$ cat config.mk
export PLATFORM = sky130hd
export DESIGN_NAME = dexterity_game_ctrl
export DESIGN_NICKNAME = d
export VERILOG_FILES = /design/src/rtl/dexterity_game_ctrl.sv
export SDC_FILE = /design/constraint.sdc
export NUM_CORES = 1
export LEC_CHECK = 0
export CAP_MARGIN = 20
export CORE_MARGIN = 2
export CORE_UTILIZATION = 50
export DETAILED_ROUTE_END_ITERATION = 8
export PLACE_DENSITY = 0.74
export SLEW_MARGIN = 15
export SYNTH_ARGS = -nofsm -noshare
export SYNTH_HDL_FRONTEND = slang
export SYNTH_SLANG_ARGS = --single-unit
$ cat constraint.sdc
create_clock -name clk -period 2.3 [get_ports clk]
set_input_delay 0.345 -clock clk [delete_from_list [all_inputs] [get_ports clk]]
set_output_delay 0.345 -clock clk [all_outputs]
set_load 0.01 [all_outputs]
$ cat src/rtl/dexterity_game_ctrl.sv
// Round sequencer for the reflex game: target selection, hit/miss scoring,
// per-second countdown and end-of-game handling.
//
// state    | meaning
// ---------+--------------------------------------------------------------
// S_IDLE   | after reset, waiting for start; no target lit
// S_PLAY   | target lit, waiting for a press to score
// S_WAIT_REL | press scored, waiting for all buttons released
// S_DONE   | countdown expired; results held, target dark
module dexterity_game_ctrl #(
  parameter int unsigned TICKS_PER_SEC = 50000000,
  parameter int unsigned GAME_TIME     = 60,
  parameter logic [7:0]  LFSR_SEED     = 8'hA5
) (
  input  logic       clk,
  input  logic       resetn,
  input  logic       start,
  input  logic [7:0] btn,
  output logic [7:0] target_led,
  output logic [6:0] score,
  output logic [6:0] misses,
  output logic [6:0] time_left,
  output logic       hit_pulse,
  output logic       miss_pulse,
  output logic       game_over
);

  localparam int unsigned TW = (TICKS_PER_SEC > 1) ? $clog2(TICKS_PER_SEC) : 1;
  localparam logic [TW-1:0] TICK_MAX  = TW'(TICKS_PER_SEC - 1);
  localparam logic [6:0]    TIME_INIT = 7'(GAME_TIME);
  localparam logic [6:0]    CNT_MAX   = 7'd99;

  typedef enum logic [1:0] {
    S_IDLE     = 2'd0,
    S_PLAY     = 2'd1,
    S_WAIT_REL = 2'd2,
    S_DONE     = 2'd3
  } state_t;

  state_t r_state;
  state_t w_state_nxt;

  logic [7:0]    r_btn_meta;
  logic [7:0]    r_btn_sync;
  logic [7:0]    r_lfsr;
  logic [7:0]    r_target;
  logic [6:0]    r_score;
  logic [6:0]    r_misses;
  logic [6:0]    r_time_left;
  logic [TW-1:0] r_tick;
  logic          r_hit_pulse;
  logic          r_miss_pulse;

  logic          w_lfsr_fb;
  logic [2:0]    w_cur_idx;
  logic          w_cur_valid;
  logic [2:0]    w_new_idx;
  logic [7:0]    w_new_target;
  logic          w_running;
  logic          w_wrap;
  logic          w_expire;
  logic          w_load;
  logic          w_hit;
  logic          w_miss;

  // Two-stage synchronizer for the asynchronous player inputs
  always_ff @(posedge clk or negedge resetn) begin
    if (!resetn) begin
      r_btn_meta <= 8'd0;
      r_btn_sync <= 8'd0;
    end else begin
      r_btn_meta <= btn;
      r_btn_sync <= r_btn_meta;
    end
  end

  // Free-running LFSR (x^8+x^6+x^5+x^4+1); never paused so target choice depends on player timing
  assign w_lfsr_fb = r_lfsr[7] ^ r_lfsr[5] ^ r_lfsr[4] ^ r_lfsr[3];

  always_ff @(posedge clk or negedge resetn) begin
    if (!resetn) r_lfsr <= LFSR_SEED;
    else         r_lfsr <= {r_lfsr[6:0], w_lfsr_fb};
  end

  // Encode the current target so the next one can be forced to differ
  always_comb begin
    w_cur_idx   = 3'd0;
    w_cur_valid = 1'b0;
    for (int i = 0; i < 8; i++) begin
      if (r_target[i]) begin
        w_cur_idx   = 3'(i);
        w_cur_valid = 1'b1;
      end
    end
  end

  assign w_new_idx    = (w_cur_valid && (r_lfsr[2:0] == w_cur_idx)) ? (r_lfsr[2:0] + 3'd1)
                                                                    : r_lfsr[2:0];
  assign w_new_target = 8'd1 << w_new_idx;

  assign w_running = (r_state == S_PLAY) || (r_state == S_WAIT_REL);
  assign w_wrap    = w_running && (r_tick == TICK_MAX);
  assign w_expire  = w_wrap && (r_time_left == 7'd1);

  // State register
  always_ff @(posedge clk or negedge resetn) begin
    if (!resetn) r_state <= S_IDLE;
    else         r_state <= w_state_nxt;
  end

  // Next-state and scoring strobes; expiry takes priority over any press on the same edge
  always_comb begin
    w_state_nxt = r_state;
    w_load      = 1'b0;
    w_hit       = 1'b0;
    w_miss      = 1'b0;
    case (r_state)
      S_IDLE, S_DONE: begin
        if (start) begin
          w_state_nxt = S_PLAY;
          w_load      = 1'b1;
        end
      end
      S_PLAY: begin
        if (w_expire) begin
          w_state_nxt = S_DONE;
        end else if (r_btn_sync == r_target) begin
          w_state_nxt = S_WAIT_REL;
          w_hit       = 1'b1;
        end else if ((r_btn_sync & ~r_target) != 8'd0) begin
          w_state_nxt = S_WAIT_REL;
          w_miss      = 1'b1;
        end
      end
      S_WAIT_REL: begin
        if (w_expire)                  w_state_nxt = S_DONE;
        else if (r_btn_sync == 8'd0)   w_state_nxt = S_PLAY;
      end
      default: w_state_nxt = S_IDLE;
    endcase
  end

  // Game datapath: target, saturating counters, countdown and registered pulses
  always_ff @(posedge clk or negedge resetn) begin
    if (!resetn) begin
      r_target     <= 8'd0;
      r_score      <= 7'd0;
      r_misses     <= 7'd0;
      r_time_left  <= TIME_INIT;
      r_tick       <= '0;
      r_hit_pulse  <= 1'b0;
      r_miss_pulse <= 1'b0;
    end else begin
      r_hit_pulse  <= w_hit;
      r_miss_pulse <= w_miss;
      if (w_load) begin
        r_score     <= 7'd0;
        r_misses    <= 7'd0;
        r_time_left <= TIME_INIT;
        r_tick      <= '0;
        r_target    <= w_new_target;
      end else begin
        if (w_running) begin
          r_tick <= w_wrap ? '0 : (r_tick + TW'(1));
          if (w_wrap && (r_time_left != 7'd0)) r_time_left <= r_time_left - 7'd1;
        end
        if (w_expire) r_target <= 8'd0;
        if (w_hit) begin
          r_target <= w_new_target;
          if (r_score != CNT_MAX) r_score <= r_score + 7'd1;
        end
        if (w_miss && (r_misses != CNT_MAX)) r_misses <= r_misses + 7'd1;
      end
    end
  end

  assign target_led = r_target;
  assign score      = r_score;
  assign misses     = r_misses;
  assign time_left  = r_time_left;
  assign hit_pulse  = r_hit_pulse;
  assign miss_pulse = r_miss_pulse;
  assign game_over  = (r_state == S_DONE);

endmodule

==> impl_metrics.env <==
export IMPL_fin_crit_ns=2.345
export IMPL_instances_no_fill=630
export IMPL_drt_first_pass_iters=5
export IMPL_placedCellCount=596
export IMPL_r2r_setup_slack_ns=-0.05
export IMPL_syn_to_final_growth_pct=29.63
export IMPL_wl_mm=10.40
export IMPL_gp_congestion=0.9566
export IMPL_p_per_area_nw_per_um2=825.0
export IMPL_grt_max_degree=46
export IMPL_clk_latency_ns=0.37
export IMPL_synth_cell_type_count=54
export IMPL_period_share=1.020
export IMPL_cts_made_buffers=9
export IMPL_synth_seq_cells=83
export IMPL_final_cell_mix="dfrtp_1 (75), clkdlybuf4s50_1 (41), buf_4 (40)"
export IMPL_p_leak_nw=2.307
export IMPL_hold_depth=0
export IMPL_track_usage=0.2153
export IMPL_clock_sinks=83
export IMPL_start_kind="flop"
export IMPL_clkTransAtPathRegs_ns=0.10
export IMPL_cts_tree="built"
export IMPL_dieArea_sq_um=9311
export IMPL_ys_flop_type="dfrtp_1"
export IMPL_drive_above_1_share=0.2152
export IMPL_rows=33
export IMPL_cts_max_level=3
export IMPL_finalPower_w=0.004575
export IMPL_crit_path_end_kind="flop"
export IMPL_yosysWarnings=0
export IMPL_postSynthAreaPerCell_sq_um=9.857
export IMPL_r2r_cells=9
export IMPL_synth_area_leader_cell="dfrtp_1"
export IMPL_final_common_cell="dfrtp_1"
export IMPL_die_h_um=96.50
export IMPL_worst_pin_slew_ns=0.7327
export IMPL_synth_net_count=462
export IMPL_netlist_area_leader_share=0.4387
export IMPL_viasPerCell=5.943
export IMPL_rsz0062_at_grt="true"
export IMPL_hold_viol_final=0
export IMPL_critPathMaxFanout=8
export IMPL_hp_class="reg -> reg"
export IMPL_synth_area_sq_um=4278
export IMPL_core_area_sq_um=8258
export IMPL_drv_cap=0
export IMPL_crit_type="reg -> reg"
export IMPL_finalClockSkew_ns=0.01833
export IMPL_max_freq_ghz=0.4264
export IMPL_drt_antenna_violating_nets=0
export IMPL_initial_core_util=0.5180
export IMPL_finalSetupViolations=9
export IMPL_hpwlAfterDp_mm=6.792
export IMPL_root_buffer="clkbuf_8"
export IMPL_vias=3744
export IMPL_grt_pass1_vias=3320
export IMPL_drc=0
export IMPL_boundaryPins=43
export IMPL_async_reset_ff_frac=1.000
export IMPL_violations="setup timing"
export IMPL_syn_inst=434
export IMPL_arrival_ns=2.62
export IMPL_grt_pass1_wl_mm=15.59
export IMPL_worstPathRequired_ns=2.57
export IMPL_port_buffers=42
export IMPL_finalMaxSlewViolations=0
export IMPL_fin_nets=548
export IMPL_seq_area_frac_synth=0.4879
export IMPL_yosys_top_cells_area="dfrtp_1 (44%), o21ai_0 (5.1%), ha_1 (5.0%), dfstp_2 (4.9%), nand3_1 (3.4%)"
export IMPL_setup_ws_ns=-0.04527
export IMPL_setup_tns_ns=-0.2551
export IMPL_relSlewSlack=0.5115
export IMPL_synth_edf_count=0
export IMPL_postLayoutCoreUtil=0.6715
export IMPL_peakVddDrop_mv=0.3793
export IMPL_wl_per_cell_um=16.51
export IMPL_cts_buffer_depth=2
export IMPL_status="complete, but fails checks"
export IMPL_drtIter0Drc=218
export IMPL_grt_overflow_total=0
export IMPL_num_antenna_cells=0
export IMPL_die_w_um=96.50
export IMPL_antenna_found_initial=0
-- final cells by class --
cell class / count / area, sq um
sequential: 83 / 2087
clock inverter: 7 / 58.81
inverter: 18 / 67.56
fill: 608 / 2713
timing repair buffer: 92 / 887.1
multi-input combinational: 316 / 2190
tap: 105 / 131.4
clock buffer: 9 / 123.9
-- Yosys cell counts, types with 7 or more instances --
| master | instances |
|---|---|
| nor4_1 | 17 |
| dfstp_2 | 8 |
| nand3_1 | 29 |
| xor2_1 | 10 |
| nand2_1 | 37 |
| nand4_1 | 13 |
| o21ai_0 | 44 |
| nor3_1 | 7 |
| xnor2_1 | 12 |
| ha_1 | 17 |
| a21oi_1 | 16 |
| o31ai_1 | 17 |
| inv_1 | 18 |
| clkbuf_1 | 10 |
| dfrtp_1 | 75 |
| nor2_1 | 32 |
| or3_1 | 7 |
-- what timing repair did --
item                       CTS  global route
hold endpoints to repair    34             0
hold buffers                 1             0
pin swaps                    2            17
gates cloned                 0             3
resized for setup            2            33
buffers inserted             1            13
setup endpoints to repair    8            39
-- worst max-delay path, cell delays in order, from the launching register on --
cell and delay (ns):
dfrtp_1 0.45, ha_4 0.26, or4_4 0.44, nor3_4 0.26
buf_6 0.14, nand4_4 0.13, a21oi_4 0.27, buf_12 0.15
nand3_1 0.08, o31ai_1 0.07
-- through the flow --
step           area, sq um  hold slack, ns  worst slack, ns
2_1_floorplan         4324         0.04941         -0.08438
3_3_place_gp          5025          0.3341          0.05498
3_5_place_dp          5025          0.3347         -0.04591
4_1_cts               5235          0.3397         0.006348
5_1_grt               5545          0.3571          -0.1390
6_report              5545          0.3348         -0.04527
-- state kept, by name (all words and copies together), names as in the netlist --
register / cells
r_btn_meta: 8
misses: 7
r_state: 2
miss_pulse: 1
r_btn_sync: 8
target_led: 8
hit_pulse: 1
r_lfsr: 8
score: 7
r_tick: 26
time_left: 7
-- worst paths after layout --
check / startpoint / end
max: r_state[1] / target_led[6]
min: r_btn_meta[7] / r_btn_sync[7]
max reg2reg: r_state[1] / target_led[6]
min reg2reg: r_btn_meta[7] / r_btn_sync[7]
max in group asynchronous: resetn / time_left[5]
min in group asynchronous: resetn / score[4]
-- power by group --
part	switching, W	total (W)	internal (W)
Clock	0.000604	0.00102	0.000411
Sequential	0.000112	0.00168	0.00157
Combinational	0.00101	0.00188	0.000868
-- routing by layer --
metal	up-vias	track usage	part of all wire
li1	1754	-	-
met1	1845	0.3007	0.44
met2	131	0.3345	0.49
met3	14	0.04732	0.052
met4	0	0.07160	0.012
met5	-	0	0
-- kinds of logic (layout without fill, tap and decap cells) --
group,after synthesis,after routing,synth area share
and+or+nand+nor,174,175,0.2188
xor gates and xnor gates,22,22,0.04504
DFF,83,83,0.4879
buffers and inverters,36,126,0.04299
AOI/OAI and AO/OA,99,99,0.1486
muxes,3,3,0.007020
adders and majority gates,17,17,0.04972
(Power assumes the default switching activity.)
